--- src/rtl/trdb_timer_unit.sv ---
// Trace debugger timestamp source: free-running prescaled cycle counter, captured
// on request and streamed as low/high 32-bit words over a valid/grant handshake.
module trdb_timer_unit #(
    parameter int unsigned TIME_WIDTH     = 64,
    parameter int unsigned PRESCALE_WIDTH = 8
) (
    input  logic                      clk_i,
    input  logic                      rst_ni,
    input  logic                      trace_enable_i,
    input  logic [PRESCALE_WIDTH-1:0] prescale_i,
    input  logic                      clear_i,
    input  logic                      tu_req_i,
    output logic [31:0]               tu_word_o,
    output logic                      tu_valid_o,
    input  logic                      tu_grant_i,
    output logic                      tu_busy_o,
    output logic                      tu_overflow_o,
    output logic [TIME_WIDTH-1:0]     time_o
);

    typedef enum logic [1:0] {
        IDLE    = 2'd0,
        SEND_LO = 2'd1,
        SEND_HI = 2'd2
    } state_t;

    state_t                    state, state_next;
    logic [TIME_WIDTH-1:0]     count;
    logic [TIME_WIDTH-1:0]     capture;
    logic [PRESCALE_WIDTH-1:0] pre_cnt;
    logic                      overflow;
    logic                      capture_en;
    logic                      overflow_set;
    logic [31:0]               word_hi;

    always_ff @(posedge clk_i or negedge rst_ni) begin
        if (!rst_ni) begin
            count   <= '0;
            pre_cnt <= '0;
        end else if (clear_i) begin
            count   <= '0;
            pre_cnt <= '0;
        end else if (trace_enable_i) begin
            if (pre_cnt == prescale_i) begin
                pre_cnt <= '0;
                count   <= count + TIME_WIDTH'(1);
            end else begin
                pre_cnt <= pre_cnt + PRESCALE_WIDTH'(1);
            end
        end
    end

    always_ff @(posedge clk_i or negedge rst_ni) begin
        if (!rst_ni) begin
            state    <= IDLE;
            capture  <= '0;
            overflow <= 1'b0;
        end else if (clear_i) begin
            state    <= IDLE;
            overflow <= 1'b0;
        end else begin
            state <= state_next;
            if (capture_en)   capture  <= count;
            if (overflow_set) overflow <= 1'b1;
        end
    end

    // A request coinciding with the high-word grant starts the next capture with no bubble.
    always_comb begin
        state_next   = state;
        capture_en   = 1'b0;
        overflow_set = 1'b0;
        case (state)
            IDLE: begin
                if (tu_req_i) begin
                    state_next = SEND_LO;
                    capture_en = 1'b1;
                end
            end
            SEND_LO: begin
                if (tu_req_i)   overflow_set = 1'b1;
                if (tu_grant_i) state_next   = SEND_HI;
            end
            SEND_HI: begin
                if (tu_grant_i) begin
                    if (tu_req_i) begin
                        state_next = SEND_LO;
                        capture_en = 1'b1;
                    end else begin
                        state_next = IDLE;
                    end
                end else if (tu_req_i) begin
                    overflow_set = 1'b1;
                end
            end
            default: state_next = IDLE;
        endcase
    end

    always_comb begin
        word_hi                     = '0;
        word_hi[TIME_WIDTH-33:0]    = capture[TIME_WIDTH-1:32];
        case (state)
            SEND_LO: tu_word_o = capture[31:0];
            SEND_HI: tu_word_o = word_hi;
            default: tu_word_o = '0;
        endcase
    end

    assign tu_valid_o    = (state == SEND_LO) || (state == SEND_HI);
    assign tu_busy_o     = (state != IDLE);
    assign tu_overflow_o = overflow;
    assign time_o        = count;

`ifndef SYNTHESIS
    word_stable_a: assert property (@(posedge clk_i) disable iff (!rst_ni)
        (tu_valid_o && !tu_grant_i && !clear_i) |=> $stable(tu_word_o));
    state_legal_a: assert property (@(posedge clk_i) disable iff (!rst_ni)
        (state == IDLE) || (state == SEND_LO) || (state == SEND_HI));
`endif

endmodule
--- config.mk ---
export PLATFORM = sky130hd
export DESIGN_NAME = trdb_timer_unit
export DESIGN_NICKNAME = d
export VERILOG_FILES = /design/src/rtl/trdb_timer_unit.sv
export SDC_FILE = /design/constraint.sdc
export NUM_CORES = 1
export LEC_CHECK = 0
export ABC_AREA = 1
export BUFFER_PORTS_ARGS = -buffer_cell sky130_fd_sc_hd__buf_4
export CORE_MARGIN = 1
export CORE_UTILIZATION = 53
export CTS_BUF_LIST = sky130_fd_sc_hd__clkbuf_16
export DETAILED_ROUTE_END_ITERATION = 12
export GPL_ROUTABILITY_DRIVEN = 1
export PLACE_DENSITY = 0.81
export SYNTH_ARGS = -nofsm -noshare
export SYNTH_HDL_FRONTEND = slang
export SYNTH_SLANG_ARGS = --single-unit
export TNS_END_PERCENT = 1
--- constraint.sdc ---
create_clock -name clk_i -period 1.7 [get_ports clk_i]
set_clock_uncertainty 0.2 [all_clocks]
set_input_delay 0.34 -clock clk_i [delete_from_list [all_inputs] [get_ports clk_i]]
set_output_delay 0.34 -clock clk_i [all_outputs]
set_load 0.01 [all_outputs]
======== Word level (Yosys, flattened, before mapping) ========
Index checks and enable logic that the tools add are counted.
word-level totals
  memories kept ........................... 0
  output and inout bits ................... 99
  bits in read-only memories .............. 0
  bits in registers ....................... 139
  memory bits (writable) .................. 0
  latch bits .............................. 0
operators by class
  shifts and indexed selects .............. 0
  divide/modulo/power cells ............... 0
  bitwise gates (word level) .............. 1
  reductions and logical operators ........ 9
  equal/unequal tests ..................... 6
  $add $sub $neg .......................... 2
  multiplexer cells ....................... 20
  multipliers ............................. 0
  magnitude comparators ................... 0
operators with widths
  kind                   number
  $mux 64                3
  $add 64x1->64 const B  1
  $pmux 32 s2            1
  $mux 8                 3
  $ne 3x3->1 const B     3
  $add 8x1->8 const B    1
  $eq 8x8->1             1
  $mux 2                 4
  $reduce_bool 2->1      4
  $mux 1                 6
  $pmux 2 s3             1
  $pmux 1 s2             2
  $reduce_and 2->1       2
  $reduce_and 3->1       1
  $eq 2x1->1 const B     1
  $eq 2x2->1 const B     1
  $logic_not 2->1        1
  $logic_or 1x1->1       1
  $not 1->1              1

======== Longest topological paths before layout ========
  depth in word-level cells ............... 5
  gate-level depth with buffers ........... 12

======== Least setup slack after synthesis ========
OpenSTA, ideal clock, no wires.
  kind .................................... reg2reg
  start point ............................. register count[0] (netlist: time_o[0])
  end point ............................... register count[58] (netlist: time_o[58])
  required time ........................... 1.382 ns
  stages on the path, launching flop included .. 12
  slack ................................... -0.272 ns
  buffers on the path ..................... 1
  data arrival time ....................... 1.654 ns
  path through ............................ dfrtp_1 > ha_1 > buf_4 > inv_1 > nor2_4 > nand2_4 > nor2_4 > nand2_1 > nor2_1 > nand2_1 > nand4_1 > nand2_1
between the ends
  word-level cells in the longest chain between the ends .. 4
RTL lines
  what                    RTL line  text
  start, declared         28        logic [TIME_WIDTH-1:0] count;
  start signal, assigned  46        count <= count + TIME_WIDTH'(1);
  $add 64x1->64           46
  $mux 64                 44        if (pre_cnt == prescale_i) begin
  $mux 64                 43        end else if (trace_enable_i) begin
  $mux 64                 40        end else if (clear_i) begin
No other way between the ends. The select of a mux whose other input is x is not followed.
A chain may end at the register's enable or synchronous reset.

======== Final worst setup path ========
  start point ............................. register state[0]
  end point ............................... output port tu_word_o[6]
between the ends
  word-level cells in the longest chain between the ends .. 2
  elaborated cells between the ends (all ways) .. 3
RTL lines
  what                                             RTL line  text
  start, declared                                  27        state_t state, state_next;
  start signal, assigned                           62        state <= state_next;
  $eq 2x2->1 / $eq 2x1->1 (equally long branches)  103       case (state)
  $pmux 32 s2 *                                    103
  end, declared                                    13        output logic [31:0] tu_word_o,
Mark *: on every way between the ends. The rest lies on a longest branch, timed or not.

==> results_dict.tcl <==
set metrics [dict create \
    globalplace.congestion 1.02 \
    totalWireLength_mm 31.2 \
    utilization_pct 78.1 \
    slew_headroom_pct 77.1 \
    grt_pass1_wl_mm 48.6 \
    critPathMaxFanout 16 \
    regArea_sq_um 3490 \
    synth.net_count 1185 \
    setup_tns_ns -29.92 \
    num_rows 44 \
    dieArea_sq_um 15800 \
    fp.dieH_um 126 \
    crit_path_start_kind "flop" \
    crit_type "reg -> out" \
    synth_cell_types 27 \
    synth_top_area_cell "dfrtp_1" \
    drt-pass1-iter-count 6 \
    hold_class "in -> reg" \
    antenna_found_initial 2 \
    p_per_area_nw_per_um2 715 \
    ys_seq_elements 139 \
    violations "setup timing" \
    drtIter0Drc 1186 \
    synth.most_common_cell "nand2_1" \
    tightestPinTransition_ns 0.344 \
    clock_path_buffers 2 \
    multi_input_area_sq_um 4520 \
    drcViolationCount 0 \
    nNetsFinal 1424 \
    hold_start "tu_req_i" \
    drv_cap 0 \
    clk_latency_ns 0.44 \
    die_w_um 126 \
    htreeDepth 4 \
    peakVddDrop_uv 659 \
    cp.arrival_ns 1.71 \
    worst-endpoint-required_ns 1.16 \
    synth_top_area_share_pct 42.8 \
    rr_startpoint "state[0]" \
    viasPerCell 5.79 \
    track_usage_pct 40.8 \
    power.total_mw 8.24 \
    path_clk_slew_ns 0.06 \
    hold_viol 0 \
    synthTopCellsByCount "416 x nand2_1, 140 x nor2_1, 139 x dfrtp_1" \
    grt_max_degree 45 \
    ys.flop_type "dfrtp_1" \
    drive_above_1_share_pct 32.1 \
    num_vias 9270 \
    fin_crit_ns 2.25 \
    ys_warn_count 0 \
    grt_pass1_vias 8949 \
    fmax_mhz 444 \
    ys_seq_area_share_pct 42.8 \
    numCtsBuffers 17 \
    clock-root-buffer "clkbuf_16" \
    nFillCells 1062 \
    syn-mean-instance-area_sq_um 6.97 \
    area_growth_pct 41.9 \
    worstSetupEndpointType "output port" \
    crit_path_start "state[0]" \
    cts_sinks 139 \
    drtAntennaViolNets 0 \
    ios 113 \
    drv_slew 0 \
    netlist_area_sq_um 8120 \
    rsz0062_at_grt "yes" \
    yosys-top-cells-area "dfrtp_1 43%, nand2_1 19%, o21ai_0 6.5%, nor2_1 6.5%, nand3_1 4.6%" \
    status "finished, violations left" \
    synth_edf_count 0 \
    coreArea_sq_um 14800 \
    async_flop_share_pct 100 \
    period_share_pct 132 \
    setup_viol 163 \
    netlist_instances 1165 \
    dp_hpwl_mm 22.5 \
    cts_tree "built" \
    start_util_pct 55.0 \
    p_leak_nw 4.82 \
    io_buffer_count 112 \
    fin_ws_ns -0.552 \
    wl_per_cell_um 19.5 \
    overflow 0 \
]
[area by class of cell]
cell class | instances | share of cell area [%]
multi-input cells | 897 | 39.3
flip-flops and latches | 139 | 30.3
repair buffers | 267 | 20.8
clock buffers | 17 | 3.69
inverters | 82 | 2.79
well taps | 184 | 2.00
clock inverters | 15 | 1.16
diodes | 1 | 0.0217
[worst paths after layout]
check	depth (start not counted)	to	slack (ns)
hold / removal	5	tu_overflow_o	0.10
max in group asynchronous	3	time_o[40]	0.54
setup reg to reg	9	capture[52]	-0.22
setup / recovery	6	tu_word_o[6]	-0.55
hold reg to reg	2	capture[51]	0.30
min in group asynchronous	2	capture[1]	0.15
[power by group]
| group | internal (mW) | leakage [nW] | switching, mW |
|---|---|---|---|
| Sequential | 3.36 | 1.91 | 0.0467 |
| Clock | 1.92 | 0.256 | 1.71 |
| Combinational | 0.486 | 2.65 | 0.718 |
| Total | 5.77 | 4.82 | 2.47 |
[worst max-delay path, cell delays in order, from the launching register on]
cell	delay, ns
dfrtp_1	0.41
inv_2	0.12
ha_4	0.21
buf_12	0.16
nand2_1	0.08
a21oi_2	0.15
buf_4	0.14
[layout by cell type (no fill, tap or decap), types with 2 or more instances in the layout]
cell type / synthesis / final
a21oi_1: 34 / 2
a21oi_2: 0 / 29
a21oi_4: 0 / 3
buf_12: 0 / 12
buf_16: 0 / 2
buf_4: 2 / 200
buf_6: 8 / 52
clkbuf_16: 0 / 17
clkinv_4: 0 / 2
clkinvlp_4: 0 / 7
dfrtp_1: 139 / 126
dfrtp_2: 0 / 13
ha_1: 6 / 2
ha_4: 0 / 4
inv_1: 78 / 71
inv_2: 4 / 7
inv_4: 0 / 2
inv_6: 0 / 4
inv_8: 0 / 4
nand2_1: 416 / 395
nand2_2: 9 / 29
nand2_4: 2 / 3
nand3_1: 75 / 70
nand3_2: 0 / 4
nand4_1: 33 / 33
nor2_1: 140 / 104
nor2_2: 8 / 36
nor2_4: 10 / 18
nor3_1: 4 / 3
o21ai_0: 106 / 87
o21ai_1: 29 / 47
xnor2_1: 7 / 6
xor2_1: 14 / 13
[logic make-up after synthesis]
logic type               Yosys count  share of synthesized area [%]
XOR/XNOR                          21                           2.26
adder cells (fa/ha/maj)            6                          0.924
AO/OA/AOI/OAI                    172                           10.7
flip-flops                       139                           42.8
buffers and inverters            129                           6.93
AND/OR/NAND/NOR                  698                           36.3
[flip-flops by register name, indices dropped and copies added, names as in the netlist]
| signal | flops |
|---|---|
| capture | 64 |
| time_o | 64 |
| pre_cnt | 8 |
| state | 2 |
| tu_overflow_o | 1 |
[what timing repair did]
item	CTS	global route
cloned	2	0
setup buffers	1	2
resized for setup	121	84
endpoints found under the setup margin	182	203
hold buffers	1	0
pin swaps	16	4
endpoints found under the hold margin	139	0
[per-stage QoR]
stage	hold slack [ns]	std cells	worst slack, ns	cell area, sq um
6_report	0.103	1602	-0.552	11500
5_1_grt	0.114	1601	-0.588	11500
4_1_cts	0.0648	1599	-0.517	11300
3_5_place_dp	0.0513	1563	-0.200	10200
3_3_place_gp	0.0493	1563	-0.158	10200
2_1_floorplan	-0.156	1165	-0.104	8170
[layer usage]
| metal | vias up | track usage, % | wire [um] |
|---|---|---|---|
| met1 | 4364 | 53.6 | 12400 |
| li1 | 4232 | - | - |
| met2 | 572 | 63.6 | 14100 |
| met4 | 0 | 18.6 | 1230 |
| met3 | 102 | 10.5 | 3450 |
| met5 | - | 0 | 0 |
No activity file was read; power rests on OpenSTA's default activity.
